### src/rtl/psram_pkg.sv
// Shared types and default timing for the asynchronous PSRAM arbiter.
package psram_pkg;

  localparam int unsigned DATA_W          = 16;
  localparam int unsigned TMR_W           = 8;
  localparam int unsigned RUN_W           = 8;

  localparam int unsigned DEF_ADDR_W      = 23;
  localparam int unsigned DEF_RD_CYCLES   = 4;
  localparam int unsigned DEF_WR_CYCLES   = 4;
  localparam int unsigned DEF_TURN_CYCLES = 1;
  localparam int unsigned DEF_A_MAX_RUN   = 8;

  typedef enum logic [1:0] {
    IDLE = 2'd0,
    RD   = 2'd1,
    WR   = 2'd2,
    TURN = 2'd3
  } state_t;

  typedef enum logic {
    OWN_A = 1'b0,
    OWN_B = 1'b1
  } owner_t;

endpackage

### src/rtl/mem_cycle_timer.sv
// Loadable down-counter; done_c is high once the loaded count has run out.
module mem_cycle_timer #(
  parameter int unsigned W = 8
) (
  input  logic         clk,
  input  logic         rst_n,
  input  logic         load,
  input  logic [W-1:0] loadVal,
  output logic         done_c
);

  logic [W-1:0] count;

  always_ff @(posedge clk or negedge rst_n) begin
    if (!rst_n) begin
      count <= '0;
    end else if (load) begin
      count <= loadVal;
    end else if (count != '0) begin
      count <= count - W'(1);
    end
  end

  assign done_c = (count == '0);

endmodule

### src/rtl/psram_async_arbiter.sv
// Two-port arbiter and async-mode cycle sequencer for the cellular RAM.
// Port A (read-only) has priority; B is forced in after A_MAX_RUN A grants.
module psram_async_arbiter
  import psram_pkg::*;
#(
  parameter int unsigned ADDR_W      = DEF_ADDR_W,
  parameter int unsigned RD_CYCLES   = DEF_RD_CYCLES,
  parameter int unsigned WR_CYCLES   = DEF_WR_CYCLES,
  parameter int unsigned TURN_CYCLES = DEF_TURN_CYCLES,
  parameter int unsigned A_MAX_RUN   = DEF_A_MAX_RUN
) (
  input  logic              clk,
  input  logic              rst_n,
  input  logic              a_req,
  input  logic [ADDR_W-1:0] a_addr,
  output logic              a_ack,
  output logic              a_rvalid,
  output logic [DATA_W-1:0] a_rdata,
  input  logic              b_req,
  input  logic              b_we,
  input  logic [1:0]        b_be,
  input  logic [ADDR_W-1:0] b_addr,
  input  logic [DATA_W-1:0] b_wdata,
  output logic              b_ack,
  output logic              b_rvalid,
  output logic [DATA_W-1:0] b_rdata,
  output logic [ADDR_W-1:0] MemAdr,
  output logic [DATA_W-1:0] mem_dq_o,
  output logic              mem_dq_oe,
  input  logic [DATA_W-1:0] mem_dq_i,
  output logic              MemOE,
  output logic              MemWR,
  output logic              RamCS,
  output logic              RamLB,
  output logic              RamUB,
  output logic              RamAdv,
  output logic              RamClk,
  output logic              RamCRE
);

  state_t              state, nState;
  owner_t              owner, nOwner;
  logic [RUN_W-1:0]    run, nRun;
  logic [1:0]          be, nBe;
  logic [ADDR_W-1:0]   nAdr;
  logic [DATA_W-1:0]   nDqO, nARdata, nBRdata;
  logic                nAAck, nBAck, nARv, nBRv;
  logic                nCs, nOe, nWr, nLb, nUb, nDqOe;
  logic                bWin;
  logic                tmrLoad;
  logic [TMR_W-1:0]    tmrVal;
  logic                tmrDone_c;

  mem_cycle_timer #(.W(TMR_W)) uTimer (
    .clk     (clk),
    .rst_n   (rst_n),
    .load    (tmrLoad),
    .loadVal (tmrVal),
    .done_c  (tmrDone_c)
  );

  // Next-state, arbitration and next values of every registered output.
  always_comb begin
    nState  = state;
    nOwner  = owner;
    nRun    = run;
    nBe     = be;
    nAdr    = MemAdr;
    nDqO    = mem_dq_o;
    nARdata = a_rdata;
    nBRdata = b_rdata;
    nAAck   = 1'b0;
    nBAck   = 1'b0;
    nARv    = 1'b0;
    nBRv    = 1'b0;
    nCs     = 1'b1;
    nOe     = 1'b1;
    nWr     = 1'b1;
    nLb     = 1'b1;
    nUb     = 1'b1;
    nDqOe   = 1'b0;
    tmrLoad = 1'b0;
    tmrVal  = '0;
    bWin    = b_req && (!a_req || (run == RUN_W'(A_MAX_RUN)));

    case (state)
      IDLE: begin
        if (bWin) begin
          nOwner  = OWN_B;
          nRun    = '0;
          nAdr    = b_addr;
          nBe     = b_be;
          nDqO    = b_wdata;
          nBAck   = 1'b1;
          tmrLoad = 1'b1;
          if (b_we) begin
            nState = WR;
            tmrVal = TMR_W'(WR_CYCLES - 1);
          end else begin
            nState = RD;
            tmrVal = TMR_W'(RD_CYCLES - 1);
          end
        end else if (a_req) begin
          nOwner  = OWN_A;
          nAdr    = a_addr;
          nBe     = 2'b11;
          nAAck   = 1'b1;
          nState  = RD;
          tmrLoad = 1'b1;
          tmrVal  = TMR_W'(RD_CYCLES - 1);
          if (!b_req) begin
            nRun = '0;
          end else if (run != RUN_W'(A_MAX_RUN)) begin
            nRun = run + RUN_W'(1);
          end
        end
      end
      RD: begin
        if (tmrDone_c) begin
          nState  = TURN;
          tmrLoad = 1'b1;
          tmrVal  = TMR_W'(TURN_CYCLES - 1);
          if (owner == OWN_A) begin
            nARv    = 1'b1;
            nARdata = mem_dq_i;
          end else begin
            nBRv    = 1'b1;
            nBRdata = mem_dq_i;
          end
        end
      end
      WR: begin
        if (tmrDone_c) begin
          nState  = TURN;
          tmrLoad = 1'b1;
          tmrVal  = TMR_W'(TURN_CYCLES - 1);
        end
      end
      TURN: begin
        if (tmrDone_c) begin
          nState = IDLE;
        end
      end
      default: nState = IDLE;
    endcase

    // Pin strobes follow the state being entered, so they are registered.
    case (nState)
      RD: begin
        nCs = 1'b0;
        nOe = 1'b0;
        nLb = 1'b0;
        nUb = 1'b0;
      end
      WR: begin
        nCs   = 1'b0;
        nWr   = 1'b0;
        nDqOe = 1'b1;
        nLb   = !nBe[0];
        nUb   = !nBe[1];
      end
      TURN: begin
        // Hold write data one cycle past WE release.
        nDqOe = (state == WR);
      end
      default: ;
    endcase
  end

  always_ff @(posedge clk or negedge rst_n) begin
    if (!rst_n) begin
      state     <= IDLE;
      owner     <= OWN_A;
      run       <= '0;
      be        <= '0;
      MemAdr    <= '0;
      mem_dq_o  <= '0;
      mem_dq_oe <= 1'b0;
      MemOE     <= 1'b1;
      MemWR     <= 1'b1;
      RamCS     <= 1'b1;
      RamLB     <= 1'b1;
      RamUB     <= 1'b1;
      a_ack     <= 1'b0;
      b_ack     <= 1'b0;
      a_rvalid  <= 1'b0;
      b_rvalid  <= 1'b0;
      a_rdata   <= '0;
      b_rdata   <= '0;
    end else begin
      state     <= nState;
      owner     <= nOwner;
      run       <= nRun;
      be        <= nBe;
      MemAdr    <= nAdr;
      mem_dq_o  <= nDqO;
      mem_dq_oe <= nDqOe;
      MemOE     <= nOe;
      MemWR     <= nWr;
      RamCS     <= nCs;
      RamLB     <= nLb;
      RamUB     <= nUb;
      a_ack     <= nAAck;
      b_ack     <= nBAck;
      a_rvalid  <= nARv;
      b_rvalid  <= nBRv;
      a_rdata   <= nARdata;
      b_rdata   <= nBRdata;
    end
  end

  assign RamAdv = 1'b0;
  assign RamClk = 1'b0;
  assign RamCRE = 1'b0;

endmodule
### config.mk
export PLATFORM = sky130hd
export DESIGN_NAME = psram_async_arbiter
export DESIGN_NICKNAME = d
export VERILOG_FILES = /design/src/rtl/psram_pkg.sv /design/src/rtl/mem_cycle_timer.sv /design/src/rtl/psram_async_arbiter.sv
export SDC_FILE = /design/constraint.sdc
export NUM_CORES = 1
export LEC_CHECK = 0
export CELL_PAD_IN_SITES_DETAIL_PLACEMENT = 1
export CELL_PAD_IN_SITES_GLOBAL_PLACEMENT = 1
export CORE_MARGIN = 3
export CORE_UTILIZATION = 31
export CTS_CLUSTER_DIAMETER = 150
export DETAILED_ROUTE_END_ITERATION = 7
export PLACE_DENSITY_LB_ADDON = 0.15
export SYNTH_ARGS = -nofsm -noshare
export SYNTH_HDL_FRONTEND = slang
export SYNTH_SLANG_ARGS = --single-unit
### constraint.sdc
create_clock -name clk -period 2.22 [get_ports clk]
set_input_delay 0.333 -clock clk [delete_from_list [all_inputs] [get_ports clk]]
set_output_delay 0.333 -clock clk [all_outputs]
set_load 0.01 [all_outputs]
# Word-level counts from Yosys, hierarchy flattened
# Cells that the tools add are included.
word_totals:
  mem_bits_rw: 0
  latch_bits: 0
  word_cells: 90
  memories: 0
  reg_bits: 102
  input_bits: 85
  rom_bits: 0
op_classes:
  magnitude_cmp: 0
  n_eq_ne: 9
  mul: 0
  mux: 42
  shift: 0
  n_bitwise: 1
  n_reduce_logical: 17
  n_addsub: 2
  div: 0
op_table:
  columns: ["op", "n"]
  rows:
  - ["8-bit two-way mux", 6]
  - ["23-bit two-way mux", 2]
  - ["2-bit two-way mux", 11]
  - ["1-bit two-way mux", 18]
  - ["3-bit AND reduction", 3]
  - ["8-bit by 1-bit adder with 8-bit output, second input constant", 1]
  - ["2-bit equality test, second input constant", 4]
  - ["8-bit by 4-bit equality test with 1-bit output, second input constant", 1]
  - ["8-bit zero test", 1]
  - ["8-bit by 4-bit inequality test with 1-bit output, second input constant", 1]
  - ["1-bit one-hot mux with 2 select lines", 4]
  - ["8-bit nonzero test", 1]
  - ["8-bit by 1-bit subtractor with 8-bit output, second input constant", 1]
  - ["2-bit one-hot mux with 3 select lines", 1]
  - ["2-bit by 1-bit equality test with 1-bit output, second input constant", 2]
  - ["2-bit AND reduction", 2]
  - ["2-bit nonzero test", 2]
  - ["2-bit OR reduction", 2]
  - ["1-bit zero test", 3]
  - ["3-bit by 1-bit inequality test with 1-bit output, second input constant", 1]
  - ["2-bit zero test", 1]
  - ["1-bit logical AND", 1]
  - ["1-bit logical OR", 1]
  - ["1-bit NOT", 1]

# Logic depth before layout (Yosys ltp)
depth:
  ltp_word: 8
  depth_mapped: 10

# By module
# A second synthesis with hierarchy kept.
unflattened:
  cells_unflattened: 434
  hier_area_um2: 4566.9
by_module_without_submodules:
  columns: ["module", "cells_each", "instances", "area_per_inst_um2", "seq_area_each_um2"]
  rows:
  - ["psram_async_arbiter", 380, 1, 4090.2, 2358.5]
  - ["mem_cycle_timer", 54, 1, 476.7, 200.2]

# Worst setup path before layout
# Ideal clock, no wire load.
synth_timing:
  path_kind: "reg2reg"
  from: "register uTimer.count[0]"
  to: "register RamUB"
  path_stages_with_launch: 10
  slack_ps: 45
  t_arrival_ps: 2097
  path_buffers: 1
  required_time_ps: 2141
  synth_period_minus_slack_ps: 2175
  cell_sequence: "dfrtp_1 inv_1 ha_1 nor3b_1 and2_1 buf_6 nor2_1 o31ai_1 ha_1 o21ai_0"
synth_via:
  elab_chain_len: 5
  elab_cells_between_ends: 7
  classes_between: "eq/ne (2); mux (4); reduce/logical (1)"
synth_rtl:
  columns: ["element", "line", "rtl"]
  rows:
  - ["start, declared", "mem_cycle_timer.sv:12", "logic [W-1:0] count;"]
  - ["start signal, assigned", "mem_cycle_timer.sv:18", "count <= loadVal;"]
  - ["start signal, assigned", "mem_cycle_timer.sv:20", "count <= count - W'(1);"]
  - ["8-bit zero test *", "mem_cycle_timer.sv:24", "assign done_c = (count == '0);"]
  - ["2-bit two-way mux, on equally long branches", "psram_async_arbiter.sv:140, psram_async_arbiter.sv:119, psram_async_arbiter.sv:133", null]
  - ["2-bit one-hot mux with 3 select lines *", "psram_async_arbiter.sv:86", "case (state)"]
  - ["net nState[0]", "psram_async_arbiter.sv:41", "state_t state, nState;"]
  - ["2-bit equality test / 2-bit by 1-bit equality test with 1-bit output (equally long branches)", "psram_async_arbiter.sv:148", "case (nState)"]
  - ["1-bit one-hot mux with 2 select lines *", "psram_async_arbiter.sv:148", null]
  - ["net nUb", "psram_async_arbiter.sv:48", "logic nCs, nOe, nWr, nLb, nUb, nDqOe;"]
  - ["end signal, assigned", "psram_async_arbiter.sv:202", "RamUB <= nUb;"]
  - ["end, declared", "psram_async_arbiter.sv:35", "output logic RamUB,"]
# Mark *: on every way through the listed nets, which the timed path passes. The rest lies on a longest branch.
# A chain may end at the register's enable or synchronous reset.

# Worst setup path in the final report
layout_timing:
  from: "register run[4]"
  to: "register mem_dq_o[7]"
layout_via:
  elab_chain_len: 4
layout_rtl:
  columns: ["element", "line", "rtl"]
  rows:
  - ["start, declared", "psram_async_arbiter.sv:43", "logic [RUN_W-1:0] run, nRun;"]
  - ["start signal, assigned", "psram_async_arbiter.sv:193", "run <= nRun;"]
  - ["8-bit by 4-bit equality test with 1-bit output", "psram_async_arbiter.sv:84", "bWin = b_req && (!a_req || (run == RUN_W'(A_MAX_RUN)));"]
  - ["1-bit logical OR", "psram_async_arbiter.sv:84", null]
  - ["1-bit logical AND", "psram_async_arbiter.sv:84", null]
  - ["2-bit AND reduction (no source line)", null, null]
  - ["end signal, assigned", "psram_async_arbiter.sv:196", "mem_dq_o <= nDqO;"]
  - ["end, declared", "psram_async_arbiter.sv:28", "output logic [DATA_W-1:0] mem_dq_o,"]
# Every way passes these cells.

==> flow_results.org <==
** Drt
- Initial DRC count :: ~140
- Using the TritonRoute via totals, the vias-per-cell ratio works out to 4.83.
- Detailed routing inserted a total of 3707 vias.
- Wires add up to 13200 um.
- Number of design rule violations left after detail routing :: 0
- The count of nets left with antenna violations once routing finished came out at 0.
- After detailed routing, the average wire length per cell comes to roughly 17 um.
- Pre-antenna DRT Iters :: 4

** Synth
- After synthesis, the share of flip-flops with an asynchronous set or reset is 100%.
- By area the synthesized netlist is led by sky130_fd_sc_hd__dfrtp_1 53%, sky130_fd_sc_hd__mux2_2 6.1%, sky130_fd_sc_hd__mux2_4 5.9%.
- sky130_fd_sc_hd__dfrtp_1 takes more of the synthesized area than any other cell.
- For this run, the number of Yosys warnings is 0.
- Number of enable-type register cells in the synthesized netlist :: 0
- The cell count after synthesis came out at between 300 and 400.
- Share of Yosys cell area claimed by the top area cell type :: between 50 and 60%
- Share of synthesized area occupied by flip-flops and latches :: roughly 56%
- Yosys cell types :: 52
- Cell Area, Synth :: between 0.004 and 0.005 sq mm
- Counting flops and latches in the post-synthesis netlist gives 102.
- Syn_area_per_cell :: around 12 sq um
- Most common flop cell mapped by yosys :: sky130_fd_sc_hd__dfrtp_1

** Timing
- Final worst path period need :: ~2.1 ns
- Setup skew after layout :: 0.00873 ns
- Achievable Freq :: 473 MHz
- Across all setup checks in the final design, the least slack found is between 0.1 and 0.15 ns.
- The final critical path takes up 95.3% of the cycle.
- The number of max-slew violations in the final report was 0.
- Setup violations remaining at the end of the flow were counted as 0.
- Number of endpoints with negative hold slack in the final report :: 0
- Unrepaired setup endpoints after global routing :: no

** Finish
- Excluding fillers, the count of instances in the completed layout stands at ~770.
- Share of cells above drive strength 1 :: approximately 18%
- Fill cells :: approximately 1500
- Number of diodes :: 0
- Compared with the post-synthesis result, the final layout area differs by 52.8%.
- Once layout is complete, the utilization of the core stands at between 40% and 50%.
- After the last flow step, the layout net total stands at 681.

** Floorplanning
- Overall die area :: approximately 0.016 sq mm
- Initial Util :: around a third
- After floorplanning, the core was divided into 43 placement rows.
- From left edge to right edge, the die measures roughly 130 um.
- During I/O placement, the number of pins put on the boundary was roughly 170.
- Placeable core region :: 0.0142 sq mm
- Measured along the y axis, the die boundary spans about 130 um.

** Critical path
- Data arrives at the worst endpoint at about 2.4 ns.
- Slowest stage delay, CP :: between 0.5 and 0.6 ns
- Kind of critical path :: reg -> reg
- CP max stage cell :: sky130_fd_sc_hd__or4_4
- The worst setup path is launched from a flip-flop.
- Broken down by cell family, the worst path's largest delay share belongs to simple AND/OR/NAND/NOR gates.
- Critical Path Sink Type :: flip-flop
- Traced cell by cell, the critical path runs through or4_4, o21a_1, nor2_8, mux2_2.
- The critical path contains buffers and inverters numbering 0 combined.
- Worst-path fanout max :: 18
- STA puts the critical path data required time at about 2.5 ns.

** Placement
- At the end of routability-driven placement, the weighted congestion stood at between 0.8 and 0.9.
- The number of placed instances, taps included, is 750.
- Timing analysis after detailed placement gives a worst setup slack of -0.0491 ns.
- Number of input and output port buffers inserted :: between 150 and 200
- Detailed placer's ending HPWL :: between 9000 and 10000 um

** Clock network
- TritonCTS built the clock tree.
- The clock reaches the later pin of the worst-skew pair after roughly 0.35 ns.
- In this run the clock root is driven by a sky130_fd_sc_hd__clkbuf_16.
- The H-tree was split into 3 levels.
- In this run, CTS created clock tree buffers numbering 9.
- Max Root-Sink Buffers :: 2
- The clock drives between 100 and 150 sinks.
- After clock tree synthesis, the clock-pin slew on the worst setup and hold paths is 0.07 ns.

** Global routing
- Entering global routing, the biggest net connects 56 pins.
- Global routing consumed, over all layers together, between 10% and 20% of the routing resources.
- Number of global-route vias before repair :: 4196
- Residual overflow from global routing :: 0
- Wire length of the first global-routing pass :: approximately 22000 um
- Antenna violations before repair :: 0

** Pwr
- Leakage power :: 3.13 nW
- The worst-case IR drop observed on VDD is ~0.00052 V.
- Power density normalized to cell area :: roughly 1400 mW/mm^2

** Worst hold path
- Class of the tightest hold or removal check :: in -> async

** Flow run
- Number of max-cap violations :: 0

** Outcome
- Outcome :: complete, no violations
cell usage after synthesis (4+ instances only):
library cell,instances
sky130_fd_sc_hd__nor2_1,43
sky130_fd_sc_hd__mux2_2,25
sky130_fd_sc_hd__nor3_1,5
sky130_fd_sc_hd__mux2_4,18
sky130_fd_sc_hd__dfrtp_1,97
sky130_fd_sc_hd__ha_1,13
sky130_fd_sc_hd__nand2_1,28
sky130_fd_sc_hd__dfstp_2,5
sky130_fd_sc_hd__xnor2_1,7
sky130_fd_sc_hd__clkbuf_1,11
sky130_fd_sc_hd__mux2_1,5
sky130_fd_sc_hd__buf_6,4
sky130_fd_sc_hd__a21oi_1,53
sky130_fd_sc_hd__inv_1,19
sky130_fd_sc_hd__o21ai_0,5
layer usage:
layer	vias up	global-route usage (%)	share of wire (%)
met5	-	0	0
met4	0	3.93	0.96
met3	9	7.54	9.6
met2	108	29.5	50
met1	1864	19.3	39
li1	1726	-	-
final timing paths:
check / start / end / slack (ns) / cells after the start
max: run[4] / mem_dq_o[7] / 0.10 / 4
min: rst_n / be[0] / 0.48 / 2
max reg2reg: run[4] / mem_dq_o[7] / 0.10 / 4
min reg2reg: mem_dq_o[15] / mem_dq_o[15] / 0.49 / 1
max in group asynchronous: rst_n / RamUB / 1.09 / 3
min in group clk: mem_dq_o[15] / mem_dq_o[15] / 0.49 / 1
flip-flops by register name, indices dropped and copies added, names as in the netlist:
register / count
a_rdata: 16
mem_dq_oe: 1
be: 2
MemOE: 1
b_rdata: 16
mem_dq_o: 16
MemAdr: 23
uTimer.count: 8
RamCS: 1
MemWR: 1
b_rvalid: 1
a_rvalid: 1
run: 8
RamUB: 1
state: 2
owner: 1
a_ack: 1
RamLB: 1
b_ack: 1
stage by stage:
stage,cell area [sq um],TNS [ns],power (W),hold WS (ns)
final,7020,0,0.00963,0.479
after global routing,7020,0,0.0104,0.508
after global placement,6610,0,0.00763,0.312
after CTS,6980,0,0.00979,0.480
after detailed placement,6610,-0.465,0.00777,0.308
after floorplan,4600,0,0.00530,0.0374
logic make-up after synthesis:
family                   synth area share, %
flip-flops                              55.7
AND/OR/NAND/NOR                         10.8
AO/OA/AOI/OAI                           10.4
multiplexers                            13.7
buffers and inverters                   4.01
adder cells (fa/ha/maj)                 3.54
XOR/XNOR                                1.72
other                                 0.0817
cells in the final DEF (no fill, tap or decap), drive strengths merged, types with 5 or more instances in the layout:
| cell type | Yosys | layout |
|---|---|---|
| clkdlybuf4s50 | 0 | 164 |
| inv | 19 | 20 |
| dfstp | 5 | 5 |
| nor2 | 44 | 44 |
| mux2 | 48 | 48 |
| clkbuf | 11 | 11 |
| o21ai | 6 | 6 |
| buf | 8 | 29 |
| xnor2 | 7 | 7 |
| ha | 13 | 13 |
| dfrtp | 97 | 97 |
| nor3 | 5 | 5 |
| a21oi | 53 | 53 |
| nand2 | 28 | 28 |
repair_timing:
action                                  4_1_cts  5_1_grt
setup buffers                                 0        1
hold buffers                                  1        0
endpoints found under the setup margin       16       19
hold endpoints to repair                     25        0
gates resized for setup                       1        2
final cells by class:
type | instances | area (sq um) | share of cell area [%]
Timing Repair Buffer | 194 | 1920 | 27.4
Multi-Input combinational cell | 257 | 1880 | 26.8
Clock buffer | 11 | 233 | 3.32
Inverter | 19 | 71.3 | 1.02
Tap cell | 180 | 225 | 3.21
Sequential cell | 102 | 2560 | 36.5
Clock inverter | 5 | 129 | 1.84
worst reg2reg max path, delay by kind of cell, from the launching register on:
kind             cells  cell delay [ns]
AO/OA/AOI/OAI        1             0.27
flip-flops           1             0.43
AND/OR/NAND/NOR      2             0.89
multiplexers         1             0.40
report_power, final:
group          internal (W)  switching, W
logic               0.00254       0.00195
registers           0.00274      0.000485
clock network       0.00122      0.000699
(Power assumes the default switching activity.)
